$ cat src/rtl/period_sig_gen_if.sv
// Bus bundle for period_sig_gen: burst parameters and controls in, generated signal and status out.
// The master is the controller side and drives period/high/pulses/start/stop.
// The slave is the generator and drives sig/busy/done/err/edge_cnt.
interface period_sig_gen_if #(
  parameter int CNT_WIDTH = 32,
  parameter int PULSE_W   = 16,
  parameter int EDGE_W    = 32
);
  logic [CNT_WIDTH-1:0] period_i;
  logic [CNT_WIDTH-1:0] high_i;
  logic [PULSE_W-1:0]   pulses_i;
  logic                 start_i;
  logic                 stop_i;
  logic                 sig_o;
  logic                 busy_o;
  logic                 done_o;
  logic                 err_o;
  logic [EDGE_W-1:0]    edge_cnt_o;

  modport master (
    output period_i, high_i, pulses_i, start_i, stop_i,
    input  sig_o, busy_o, done_o, err_o, edge_cnt_o
  );

  modport slave (
    input  period_i, high_i, pulses_i, start_i, stop_i,
    output sig_o, busy_o, done_o, err_o, edge_cnt_o
  );
endinterface

$ cat src/rtl/period_sig_gen.sv
// Purpose: programmable periodic pulse source with cycle-exact period/high time, bursts and graceful stop.
// Latency: sig high one cycle after the accepting start edge; rising edges exactly period cycles apart.
// Backpressure: none; start is a level acted on only in IDLE, stop waits for the end of the current LOW.
//
// Ports:
//   clk_i   system clock
//   arst_i  asynchronous reset, active-low; clears every output at once, even mid-pulse
//   bus     slave side of period_sig_gen_if:
//             period_i/high_i/pulses_i  burst parameters, shadowed on an accepted start
//             start_i/stop_i            start request (IDLE only) and graceful stop request
//             sig_o                     registered generated signal
//             busy_o/done_o/err_o       running, 1-cycle completion pulse, sticky illegal-start flag
//             edge_cnt_o                rising edges emitted since reset, wrapping
module period_sig_gen #(
  parameter int CNT_WIDTH = 32,
  parameter int PULSE_W   = 16,
  parameter int EDGE_W    = 32
) (
  input  logic               clk_i,
  input  logic               arst_i,
  period_sig_gen_if.slave    bus
);

  typedef enum logic [1:0] {
    IDLE = 2'd0,
    HIGH = 2'd1,
    LOW  = 2'd2
  } state_t;

  localparam logic [CNT_WIDTH-1:0] CNT_ONE = CNT_WIDTH'(1);
  localparam logic [CNT_WIDTH-1:0] CNT_TWO = CNT_WIDTH'(2);

  state_t               state, state_nxt;
  logic [CNT_WIDTH-1:0] cnt;
  logic [CNT_WIDTH-1:0] sh_period;
  logic [CNT_WIDTH-1:0] sh_high;
  logic [PULSE_W-1:0]   sh_pulses;
  logic [PULSE_W-1:0]   pulse_cnt;
  logic                 stop_pend;
  logic                 sig, busy, done, err;
  logic [EDGE_W-1:0]    edge_cnt;
  logic                 sig_nxt, busy_nxt, done_nxt;

  logic legal;
  logic cnt_zero;
  logic last_pulse;
  logic start_req;

  assign legal      = (bus.period_i >= CNT_TWO) && (bus.high_i != '0) && (bus.high_i < bus.period_i);
  assign cnt_zero   = (cnt == '0);
  // A stop arriving on the final LOW cycle itself still ends the burst here.
  assign last_pulse = stop_pend || bus.stop_i || ((sh_pulses != '0) && (pulse_cnt == sh_pulses));
  // Simultaneous stop suppresses the start entirely (no start, no error update).
  assign start_req  = bus.start_i && !bus.stop_i;

  // State register plus registered outputs, so sig_o is glitch-free.
  always_ff @(posedge clk_i or negedge arst_i) begin
    if (!arst_i) begin
      state <= IDLE;
      sig   <= 1'b0;
      busy  <= 1'b0;
      done  <= 1'b0;
    end else begin
      state <= state_nxt;
      sig   <= sig_nxt;
      busy  <= busy_nxt;
      done  <= done_nxt;
    end
  end

  always_comb begin
    state_nxt = state;
    case (state)
      IDLE:    if (start_req && legal) state_nxt = HIGH;
      HIGH:    if (cnt_zero) state_nxt = LOW;
      LOW:     if (cnt_zero) state_nxt = last_pulse ? IDLE : HIGH;
      default: state_nxt = IDLE;
    endcase
  end

  always_comb begin
    sig_nxt  = (state_nxt == HIGH);
    busy_nxt = (state_nxt != IDLE);
    done_nxt = (state == LOW) && (state_nxt == IDLE);
  end

  // Phase down-counter is loaded with (phase length - 1) on entry to each phase,
  // so a phase ends on the cycle the counter reads zero with no dead cycle.
  always_ff @(posedge clk_i or negedge arst_i) begin
    if (!arst_i) begin
      cnt       <= '0;
      sh_period <= '0;
      sh_high   <= '0;
      sh_pulses <= '0;
      pulse_cnt <= '0;
      stop_pend <= 1'b0;
      err       <= 1'b0;
      edge_cnt  <= '0;
    end else begin
      case (state)
        IDLE: begin
          stop_pend <= 1'b0;
          if (start_req) begin
            if (legal) begin
              sh_period <= bus.period_i;
              sh_high   <= bus.high_i;
              sh_pulses <= bus.pulses_i;
              cnt       <= bus.high_i - CNT_ONE;
              pulse_cnt <= PULSE_W'(1);
              edge_cnt  <= edge_cnt + EDGE_W'(1);
              err       <= 1'b0;
            end else begin
              err <= 1'b1;
            end
          end
        end
        HIGH: begin
          stop_pend <= stop_pend | bus.stop_i;
          cnt       <= cnt_zero ? (sh_period - sh_high - CNT_ONE) : (cnt - CNT_ONE);
        end
        LOW: begin
          if (cnt_zero && last_pulse) begin
            stop_pend <= 1'b0;
          end else begin
            stop_pend <= stop_pend | bus.stop_i;
            if (cnt_zero) begin
              cnt       <= sh_high - CNT_ONE;
              pulse_cnt <= pulse_cnt + PULSE_W'(1);
              edge_cnt  <= edge_cnt + EDGE_W'(1);
            end else begin
              cnt <= cnt - CNT_ONE;
            end
          end
        end
        default: ;
      endcase
    end
  end

  assign bus.sig_o      = sig;
  assign bus.busy_o     = busy;
  assign bus.done_o     = done;
  assign bus.err_o      = err;
  assign bus.edge_cnt_o = edge_cnt;

endmodule

$ cat src/flat_wrapper.sv
// flat-port wrapper written by rule: the top's interface ports become plain ports
module period_sig_gen_flat 
#(
  parameter int CNT_WIDTH = 32,
  parameter int PULSE_W   = 16,
  parameter int EDGE_W    = 32
)
  (clk_i, arst_i, bus_period_i, bus_high_i, bus_pulses_i, bus_start_i, bus_stop_i, bus_sig_o, bus_busy_o, bus_done_o, bus_err_o, bus_edge_cnt_o);
  period_sig_gen_if #(.CNT_WIDTH(CNT_WIDTH), .PULSE_W(PULSE_W), .EDGE_W(EDGE_W)) bus_i ();
  input  logic clk_i;
  input  logic arst_i;
  input wire logic [$bits(bus_i.period_i)-1:0] bus_period_i;
  input wire logic [$bits(bus_i.high_i)-1:0] bus_high_i;
  input wire logic [$bits(bus_i.pulses_i)-1:0] bus_pulses_i;
  input wire logic [$bits(bus_i.start_i)-1:0] bus_start_i;
  input wire logic [$bits(bus_i.stop_i)-1:0] bus_stop_i;
  output wire logic [$bits(bus_i.sig_o)-1:0] bus_sig_o;
  output wire logic [$bits(bus_i.busy_o)-1:0] bus_busy_o;
  output wire logic [$bits(bus_i.done_o)-1:0] bus_done_o;
  output wire logic [$bits(bus_i.err_o)-1:0] bus_err_o;
  output wire logic [$bits(bus_i.edge_cnt_o)-1:0] bus_edge_cnt_o;
  assign bus_i.period_i = bus_period_i;
  assign bus_i.high_i = bus_high_i;
  assign bus_i.pulses_i = bus_pulses_i;
  assign bus_i.start_i = bus_start_i;
  assign bus_i.stop_i = bus_stop_i;
  assign bus_sig_o = bus_i.sig_o;
  assign bus_busy_o = bus_i.busy_o;
  assign bus_done_o = bus_i.done_o;
  assign bus_err_o = bus_i.err_o;
  assign bus_edge_cnt_o = bus_i.edge_cnt_o;
  period_sig_gen #(.CNT_WIDTH(CNT_WIDTH), .PULSE_W(PULSE_W), .EDGE_W(EDGE_W)) u_core (.clk_i(clk_i), .arst_i(arst_i), .bus(bus_i));
endmodule
$ cat config.mk
export PLATFORM = sky130hd
export DESIGN_NAME = period_sig_gen_flat
export DESIGN_NICKNAME = d
export VERILOG_FILES = /design/src/rtl/period_sig_gen_if.sv /design/src/rtl/period_sig_gen.sv /design/src/flat_wrapper.sv
export SDC_FILE = /design/constraint.sdc
export NUM_CORES = 1
export LEC_CHECK = 0
export ABC_AREA = 1
export CAP_MARGIN = 40
export CORE_UTILIZATION = 47
export CTS_BUF_LIST = sky130_fd_sc_hd__clkbuf_4
export CTS_CLUSTER_SIZE = 14
export DETAILED_ROUTE_END_ITERATION = 12
export PLACE_DENSITY = 0.69
export SLEW_MARGIN = 20
export SYNTH_ARGS = -nofsm -noshare
export SYNTH_HDL_FRONTEND = slang
export SYNTH_SLANG_ARGS = --single-unit
$ cat constraint.sdc
create_clock -name clk_i -period 2.2 [get_ports clk_i]
set_input_delay 0.44 -clock clk_i [delete_from_list [all_inputs] [get_ports clk_i]]
set_output_delay 0.44 -clock clk_i [all_outputs]
set_load 0.03 [all_outputs]
==> results of run 1 <==
==> flip-flops by register name, summed over array words and instances, names as in the netlist <==
signal and flops:
u_core.sh_pulses 16, u_core.bus.done_o 1, u_core.bus.busy_o 1, u_core.pulse_cnt 16
u_core.stop_pend 1, u_core.bus.edge_cnt_o 32, u_core.bus.err_o 1, u_core.state 2
u_core.bus.sig_o 1, u_core.sh_period 32, u_core.sh_high 32, u_core.cnt 32
==> area by class of cell <==
cell class                 instances  share of cell area
multi-input combinational       1789               0.488
timing repair buffer             605               0.241
sequential                       167               0.178
inverter                         362              0.0593
tap                              396              0.0212
clock buffer                      18             0.00577
clock inverter                    14             0.00497
timing repair inverter             1            0.000481
antenna                            3            0.000321
==> cell usage in the layout (no fill, tap or decap), types with 43 or more instances in the layout <==
master and instances:
nor2_2 47, a21oi_1 47, xor2_1 49, inv_1 287, inv_2 69, o21ai_2 53
o21ai_0 97, buf_4 401, nand2_4 59, dfrtp_1 166, nand2_1 575, dlygate4sd2_1 57
o21ai_1 43, nand3_1 83, nand2_2 154, nor2_1 213
==> metal layers <==
layer	vias to the layer above	wire length (um)	GRT usage
li1	8615	-	-
met3	211	3400	0.0499
met2	700	30300	0.633
met4	0	3390	0.183
met1	8643	23300	0.407
met5	-	0	0
==> power by group <==
group / internal, W / switching, W / total (W)
Sequential: 0.00415 / 0.00108 / 0.00523
Clock: 0.000490 / 0.00135 / 0.00184
Combinational: 0.0109 / 0.0135 / 0.0244
==> stage by stage <==
stage | instances | worst slack (ns)
6_report | 3355 | -0.132
5_1_grt | 3355 | -0.220
4_1_cts | 3314 | -0.113
3_5_place_dp | 3200 | -0.967
3_3_place_gp | 3200 | -0.931
2_1_floorplan | 2371 | 0.0354
==> tightest hold or removal path: stages <==
cell	delay (ns)
dlymetal6s2s_1	0.14
inv_2	0.06
o21ai_0	0.08
==> cells by family (layout without fill, tap and decap cells) <==
kind of cell / after synthesis / after routing
fa+ha+maj: 73 / 73
xor+xnor: 83 / 83
buf+inv: 415 / 1000
flops: 167 / 167
other cells: 0 / 3
compound gates: 316 / 316
simple gates: 1317 / 1317
==> worst paths after layout <==
| kind | startpoint | endpoint | slack (ns) | cells past startpoint |
|---|---|---|---|---|
| worst max-delay path | u_core.sh_high[0]$_DFFE_PN0P_ | u_core.cnt[20]$_DFFE_PN0P_ | -0.13 | 18 |
| worst min-delay path | bus_period_i[24] | u_core.sh_period[24]$_DFFE_PN0P_ | 0.09 | 3 |
| worst max register to register | u_core.sh_high[0]$_DFFE_PN0P_ | u_core.cnt[20]$_DFFE_PN0P_ | -0.13 | 18 |
| worst min register to register | u_core.bus.err_o$_DFFE_PN0P_ | u_core.bus.err_o$_DFFE_PN0P_ | 0.52 | 1 |
| max in group asynchronous | arst_i | u_core.cnt[4]$_DFFE_PN0P_ | 1.23 | 3 |
| min in group asynchronous | arst_i | u_core.sh_pulses[14]$_DFFE_PN0P_ | 0.23 | 2 |
==> what timing repair did <==
item	4_1_cts	5_1_grt
hold buffers	1	0
cloned	14	3
endpoints found under the hold margin	45	0
pin swaps	86	188
setup endpoints to repair	197	164
setup buffers	73	46
gates resized for setup	349	468
==> impl_metrics.ini, run 1 <==
[synthesis]
synth_top_cell_by_area = dfrtp_1
yosysWarnings = 0
syn_nets = 2528
synthArstFlopShare = 1.00
synth-edff-count = 0
avgSynthCellArea_um2 = 6.31
ys_top_cells_by_count = nand2_1, inv_1, nor2_1
yosys.area_share.simple = 0.375
syn_inst = 2371
synth_cell_type_count = 53
synth-adder-area-share = 0.0615
netlist_area_um2 = 15000
synth-seq-cells = 167
yosys-top-cells-area = dfrtp_1, nand2_1, inv_1
synth_top_area_frac = 0.279
synth_compound_area_frac = 0.123
synthFlopType = dfrtp_1
synth_top_family_by_area = simple AND/OR/NAND/NOR gates
ys_seq_area_frac = 0.279
yosys.cell_count.top_type = nand2_1
synthXorXnorAreaFrac = 0.0486
yosys-mux-area-fraction = 0

[timing]
finClkSkew_ns = 0.0438
tightest_slew_ns = 0.514
fin_crit_sh = 1.06
fin_setup_tns_ns = -2.11
maxSlewHeadroom = 0.657
clock.fmax_mhz = 429
setup_viol = 45
rsz0062_at_grt = true
period_needed_ns = 2.33
holdWs_ns = 0.0865
hold_viol_final = 0
setup_slack_ns = -0.132
drv_slew = 0

[cells_and_area]
n_fill_cell = 2385
area_growth_pct = 56.4
multiInputGateArea_um2 = 11400
nets = 3100
final_area_um2 = 23400
utilization = 0.756
drive_gt1_frac = 0.377
regArea_um2 = 4180

[run_status]
run_status = finished with violations
failed_checks = setup timing

[routing]
routed_wl_um = 60400
drt_pass1_iterations = 6
wl_per_cell_um = 18.0
drc_errors = 0
num_vias = 18200
drtIter0Drc = 1255
avgViaCountPerCell = 5.42
detail-route-antenna-nets = 0

[floorplanning]
start_util = 0.483
die_h_um = 180
row_count = 64
core_region_area_um2 = 31000
die-area_um2 = 32600
ios = 120
die_width_um = 180

[worst_setup_path]
path_buf_inv = 3
end_kind = register
path_max_fanout = 4
critPathSlowestCell = dfrtp_1
worst_path_dominant_cell_family = simple AND/OR/NAND/NOR gates
arrival_ns = 2.90
critPathKind = reg -> reg
cp.required_ns = 2.77
crit_top_cell = nand2_1
cp-start-kind = register
path_cells = inv_2 -> ha_4 -> inv_2 -> fa_2 -> inv_2 -> nand3_2 -> nand3_4 -> nand3_4 -> nand3_4 -> nand2_4 -> nand3_2 -> nand3_4 -> nand2_1 -> nand2_1 -> nand2_1 -> nand2_1 -> nand2_1 -> nand2_1
cpPeakStageDelay_ns = 0.43

[clock_network]
cts.sinks = 167
clkLatencyLatePin_ns = 0.70
cts_buffers = 17
cts_tree = yes
clock_path_buffers = 2
path_clk_slew_ns = 0.15
root_buffer = clkbuf_4
cts_max_level = 4

[grt]
grt_overflow = 0
grt_antenna_before_repair = 2
grt_usage = 0.353
grt_pass1_vias = 17500
grt_pass1_wl_um = 89800
grt_max_degree = 69

[job]
maxCapViolations = 0

[power]
cellLeakagePower_nw = 11.8
ir_worst_vdd_v = 0.000868
p_total_w = 0.0315
powerDensity_nw_per_um2 = 1340

[placed_design]
gp_congestion = 0.997
io_buffers = 119
place_area_um2 = 19300
hpwl_um = 43200

[worst_hold_path]
min_path_type = in -> reg
No activity file was read; power rests on OpenSTA's default activity.
==> inputs of run 2 (changes only) <==
GPL_ROUTABILITY_DRIVEN = 0   (was unset)
TNS_END_PERCENT = 30   (was unset)
==> run 2 against run 1 <==
The run still ends with setup timing left. Global-route usage down 2.9 points. Sequential share of layout area grew 1.8 points. Cell area down 9.1%. Fmax up 1.5%. Sequential cell count stayed put. Critical path depth decreased by 1. Via count is 3.7% lower. Critical endpoint is now u_core.cnt[30]$_DFFE_PN0P_. Highest routed layer is now met5.
==> impl_metrics.ini, run 2 (same netlist as run 1, synthesis figures left out) <==
[run_status]
run_status = finished with violations
failed_checks = setup timing

[timing]
tightest_slew_ns = 0.486
clock.fmax_mhz = 435
maxSlewHeadroom = 0.676
period_needed_ns = 2.30
finClkSkew_ns = 0.0318
drv_slew = 0
rsz0062_at_grt = true
fin_setup_tns_ns = -1.74
fin_crit_sh = 1.04
setup_slack_ns = -0.0966
setup_viol = 59
hold_viol_final = 0

[placed_design]
io_buffers = 119
place_area_um2 = 18700
hpwl_um = 40400

[cells_and_area]
nets = 2983
layout_commonest_cell = nand2_1
utilization = 0.687
drive_gt1_frac = 0.282
area_growth_pct = 42.1
n_fill_cell = 2599
layout_common_cells = nand2_1, buf_4, inv_1
final_area_um2 = 21300

[worst_setup_path]
end_kind = register
arrival_ns = 2.89
r2r-start = u_core.sh_high[0]$_DFFE_PN0P_
cp-start-kind = register
critPathSlowestCell = dfrtp_1
path_max_fanout = 4
timing.rr.end = u_core.cnt[30]$_DFFE_PN0P_
critPathKind = reg -> reg
worst_path_dominant_cell_family = simple AND/OR/NAND/NOR gates
cpPeakStageDelay_ns = 0.43
path_buf_inv = 3
crit_top_cell = nand2_1
path_cells = inv_2 -> ha_4 -> inv_2 -> fa_2 -> inv_2 -> nand4_1 -> nand2_2 -> nand2_1 -> nand2_4 -> nand2_4 -> nand2_1 -> nand2_1 -> nand3_1 -> nand2_2 -> nand2_2 -> nand2_1 -> a21oi_2
cp.required_ns = 2.80
regToRegSetupSlack_ns = -0.1
r2r_cells = 17

[routing]
wl_per_cell_um = 17.1
detail-route-antenna-nets = 0
routed_wl_um = 55400
drtIter0Drc = 1675
drt_pass1_iterations = 9
drc_errors = 0
avgViaCountPerCell = 5.41
num_vias = 17500

[worst_hold_path]
hold_depth = 3
holdPathEnd = u_core.sh_period[25]$_DFFE_PN0P_
min_path_type = in -> reg
min-delay-start = bus_period_i[25]

[power]
p_int_w = 0.0133
powerDensity_nw_per_um2 = 1280
p_sw_frac = 0.510
p_total_w = 0.0272
power_frac_comb = 0.731
ir_worst_vdd_v = 0.000679
p_sw_w = 0.0139
seqPwrFrac = 0.190
cellLeakagePower_nw = 10.9
clock_power_share = 0.078

[clock_network]
cts.sinks = 167
path_clk_slew_ns = 0.17
cts_tree = yes
clkLatencyLatePin_ns = 0.67
root_buffer = clkbuf_4
cts_buffers = 17
clock_path_buffers = 2
cts_max_level = 4

[grt]
grt_overflow = 0
grt_pass1_vias = 16700
grt_max_degree = 61
grt_antenna_before_repair = 2
grt_usage = 0.324
grt_pass1_wl_um = 83400

[floorplanning]
row_count = 64
ios = 120
start_util = 0.483
core_region_area_um2 = 31000
die-area_um2 = 32600
die_width_um = 180
die_h_um = 180

[job]
maxCapViolations = 0
==> run 2: area by class of cell <==
type	instances	area, um2	area share
clock buffers	18	135	0.00635
diodes	1	2.50	0.000118
multi-input cells	1789	10400	0.490
well taps	396	495	0.0233
clock inverters	14	179	0.00841
repair buffers	489	4460	0.210
flip-flops and latches	167	4180	0.197
inverters	362	1400	0.0656
==> run 2: tightest hold or removal path: cells and delay by family <==
| kind | cells | cell delay (ns) |
|---|---|---|
| buffers and inverters | 2 | 0.22 |
| AO/OA/AOI/OAI | 1 | 0.07 |
==> run 2: metal layers <==
layer	routed length, um	part of all wire	track usage
met4	3640	0.066	0.202
met2	26100	0.47	0.550
met3	3660	0.066	0.0392
met5	11	0.00020	0
met1	22000	0.40	0.392
==> run 2: stage by stage <==
stage                     std cells  setup WS, ns  hold WS [ns]
after floorplan                2371        0.0354         0.144
after global placement         3132         -1.07         0.401
after detailed placement       3132         -1.05         0.410
after CTS                      3193        -0.110         0.191
after global routing           3236        -0.241        0.0840
final                          3236       -0.0966        0.0755
==> run 2: repair_timing <==
action / in CTS / in global routing
setup buffers: 24 / 37
gates resized for setup: 202 / 262
hold buffers: 1 / 0
endpoints found under the setup margin: 198 / 168
cloned: 5 / 7
hold endpoints to repair: 41 / 0
pin swaps: 53 / 62
==> run 2: worst max path at each step <==
stage / start / end / slack [ns] / depth (start not counted)
after floorplan: bus_period_i[31] / u_core.bus.edge_cnt_o[5]$_DFFE_PN0P_ / 0.04 / 15
after global placement: bus_high_i[27] / u_core.pulse_cnt[15]$_DFFE_PN0P_ / -1.07 / 14
after detailed placement: bus_period_i[27] / u_core.pulse_cnt[15]$_DFFE_PN0P_ / -1.05 / 15
after CTS: u_core.sh_period[0]$_DFFE_PN0P_ / u_core.cnt[9]$_DFFE_PN0P_ / -0.11 / 15
after global routing: u_core.sh_high[0]$_DFFE_PN0P_ / u_core.cnt[6]$_DFFE_PN0P_ / -0.24 / 15
final: u_core.sh_high[0]$_DFFE_PN0P_ / u_core.cnt[30]$_DFFE_PN0P_ / -0.1 / 17
==> run 2: power groups by stage <==
stage,Clock [W],Combinational (W),Sequential [W]
6_report,0.00212,0.0199,0.00518
4_1_cts,0.00213,0.0173,0.00502
2_1_floorplan,0,0.00930,0.00513
3_3_place_gp,0,0.0153,0.00501
5_1_grt,0.00225,0.0216,0.00528
3_5_place_dp,0,0.0157,0.00503
==> inputs of run 3 (changes only) <==
CTS_CLUSTER_SIZE = 24   (was 14)
PLACE_DENSITY = 0.77   (was 0.69)
==> run 3 against run 2 <==
The flow still finishes with violations (setup timing). Global-route usage fell by 0.37 points. Combinational power about the same. Highest routed layer unchanged. Clock-buffer cell count unchanged. Largest power group unchanged. Clock power decreased by 5%. Register-to-register slack worse by 0.04 ns.
==> impl_metrics.ini, run 3 (same netlist as run 1, synthesis figures left out) <==
[routing]
wl_per_cell_um = 17.5
drc_errors = 0
avgViaCountPerCell = 5.60
detail-route-antenna-nets = 0
drtIter0Drc = 1931
num_vias = 17800
routed_wl_um = 55700
drt_pass1_iterations = 7

[power]
powerDensity_nw_per_um2 = 1300
cellLeakagePower_nw = 10.4
p_total_w = 0.0270
ir_worst_vdd_v = 0.000780

[worst_setup_path]
worstSetupPathDepth = 15
r2r_cells = 15
critPathKind = reg -> reg
regToRegSetupSlack_ns = -0.14
arrival_ns = 2.89
timing.rr.end = u_core.cnt[24]$_DFFE_PN0P_
cp-start-kind = register
cp.required_ns = 2.75
path_max_fanout = 4
path_cells = inv_1 -> ha_1 -> nand2_1 -> nor2_2 -> nand2_1 -> nor2_1 -> nand2_2 -> nand3_2 -> nand2_1 -> nand3_2 -> nand3_2 -> nand2_1 -> nand2_1 -> nand2_1 -> nand2_1
path_buf_inv = 1
end_kind = register
cpPeakStageDelay_ns = 0.39
r2r-start = u_core.sh_high[23]$_DFFE_PN0P_
critPathSlowestCell = dfrtp_1
worst_path_dominant_cell_family = simple AND/OR/NAND/NOR gates
crit_top_cell = nand2_1

[placed_design]
io_buffers = 119
hpwl_um = 39200
place_area_um2 = 18500

[timing]
finClkSkew_ns = 0.0202
hold_viol_final = 0
fin_crit_sh = 1.06
maxSlewHeadroom = 0.589
clock.fmax_mhz = 427
setup_viol = 21
rsz0062_at_grt = true
drv_slew = 0
fin_setup_tns_ns = -0.903
setup_slack_ns = -0.141
tightest_slew_ns = 0.616
period_needed_ns = 2.34

[worst_hold_path]
min-delay-start = bus_period_i[24]
holdPathEnd = u_core.sh_period[24]$_DFFE_PN0P_
hold_depth = 3
min_path_type = in -> reg

[cells_and_area]
final_area_um2 = 20700
utilization = 0.668
drive_gt1_frac = 0.276
n_fill_cell = 2452
layout_common_cells = nand2_1, inv_1, buf_4
area_growth_pct = 38.3
layout_commonest_cell = nand2_1
nets = 2927

[clock_network]
cts_tree = yes
path_clk_slew_ns = 0.16
root_buffer = clkbuf_4
cts.sinks = 167
clock_path_buffers = 2
clkLatencyLatePin_ns = 0.64
cts_max_level = 4
cts_buffers = 17

[floorplanning]
ios = 120
die_width_um = 180
die-area_um2 = 32600
start_util = 0.483
row_count = 64
core_region_area_um2 = 31000
die_h_um = 180

[grt]
grt_pass1_vias = 16700
grt_antenna_before_repair = 2
grt_max_degree = 69
grt_usage = 0.321
grt_overflow = 0
grt_pass1_wl_um = 83100

[job]
maxCapViolations = 0

[run_status]
run_status = finished with violations
failed_checks = setup timing
==> run 3: changes by cell type in the layout (fill, tap and decap cells not counted), sizes merged <==
cell	previous run	this run
clkdlybuf4s50	41	31
buf	362	309
dlygate4sd2	50	72
clkinvlp	2	1
dlymetal6s2s	27	15
clkbuf	26	23
==> run 3: worst max-delay path by stage <==
stage	endpoint	slack, ns	start
floorplan	u_core.bus.edge_cnt_o[5]$_DFFE_PN0P_	0.04	bus_period_i[31]
global placement	u_core.pulse_cnt[15]$_DFFE_PN0P_	-0.75	bus_high_i[22]
detailed placement	u_core.pulse_cnt[2]$_DFFE_PN0P_	-0.84	bus_period_i[15]
CTS	u_core.cnt[10]$_DFFE_PN0P_	-0.12	u_core.sh_high[0]$_DFFE_PN0P_
global route	u_core.cnt[24]$_DFFE_PN0P_	-0.17	u_core.sh_high[23]$_DFFE_PN0P_
finish	u_core.cnt[24]$_DFFE_PN0P_	-0.14	u_core.sh_high[23]$_DFFE_PN0P_
==> run 3: metal layers <==
metal,up-vias,track usage,wire length (um)
met5,-,0,8
met4,2,0.217,4020
met3,289,0.0647,5160
met2,1117,0.526,25800
met1,8142,0.379,20800
li1,8268,-,-
==> run 3: what timing repair did <==
action / CTS / global route
hold endpoints to repair: 53 / 0
endpoints found under the setup margin: 149 / 154
pin swaps: 56 / 71
hold buffers: 1 / 0
resized for setup: 216 / 248
setup buffers: 19 / 28
cloned: 3 / 5
==> run 3: layout make-up <==
class	count	area (um2)	share of cell area
Antenna cell	1	2.50	0.000121
Tap cell	396	495	0.0239
Clock buffer	18	135	0.00653
Multi-Input combinational cell	1789	10500	0.506
Sequential cell	167	4180	0.202
Clock inverter	13	163	0.00786
Timing Repair Buffer	433	3880	0.187
Inverter	362	1370	0.0660
==> run 3: report_power, final <==
part           leakage, nW  total (W)  switching (W)  internal (W)
registers             2.14    0.00523        0.00107       0.00416
clock network        0.160    0.00202        0.00129      0.000724
logic                 8.11     0.0198         0.0117       0.00803
total                 10.4     0.0270         0.0141        0.0129
==> run 3: worst register-to-register path: stages, from the launching register on <==
cell     delay, ns
dfrtp_1       0.39
inv_1         0.12
ha_1          0.38
nand2_1       0.15
nor2_2        0.22
nand2_1       0.15
nor2_1        0.16
nand2_2       0.10
nand3_2       0.06
nand2_1       0.06
nand3_2       0.12
nand3_2       0.08
nand2_1       0.06
nand2_1       0.06
nand2_1       0.09
nand2_1       0.07
==> run 3: metrics by stage <==
step           worst slack, ns  instances  hold WS, ns
6_report                -0.141       3179        0.127
5_1_grt                 -0.175       3179        0.127
4_1_cts                 -0.117       3146        0.211
3_5_place_dp            -0.844       3092        0.468
3_3_place_gp            -0.754       3092        0.460
2_1_floorplan           0.0354       2371        0.144
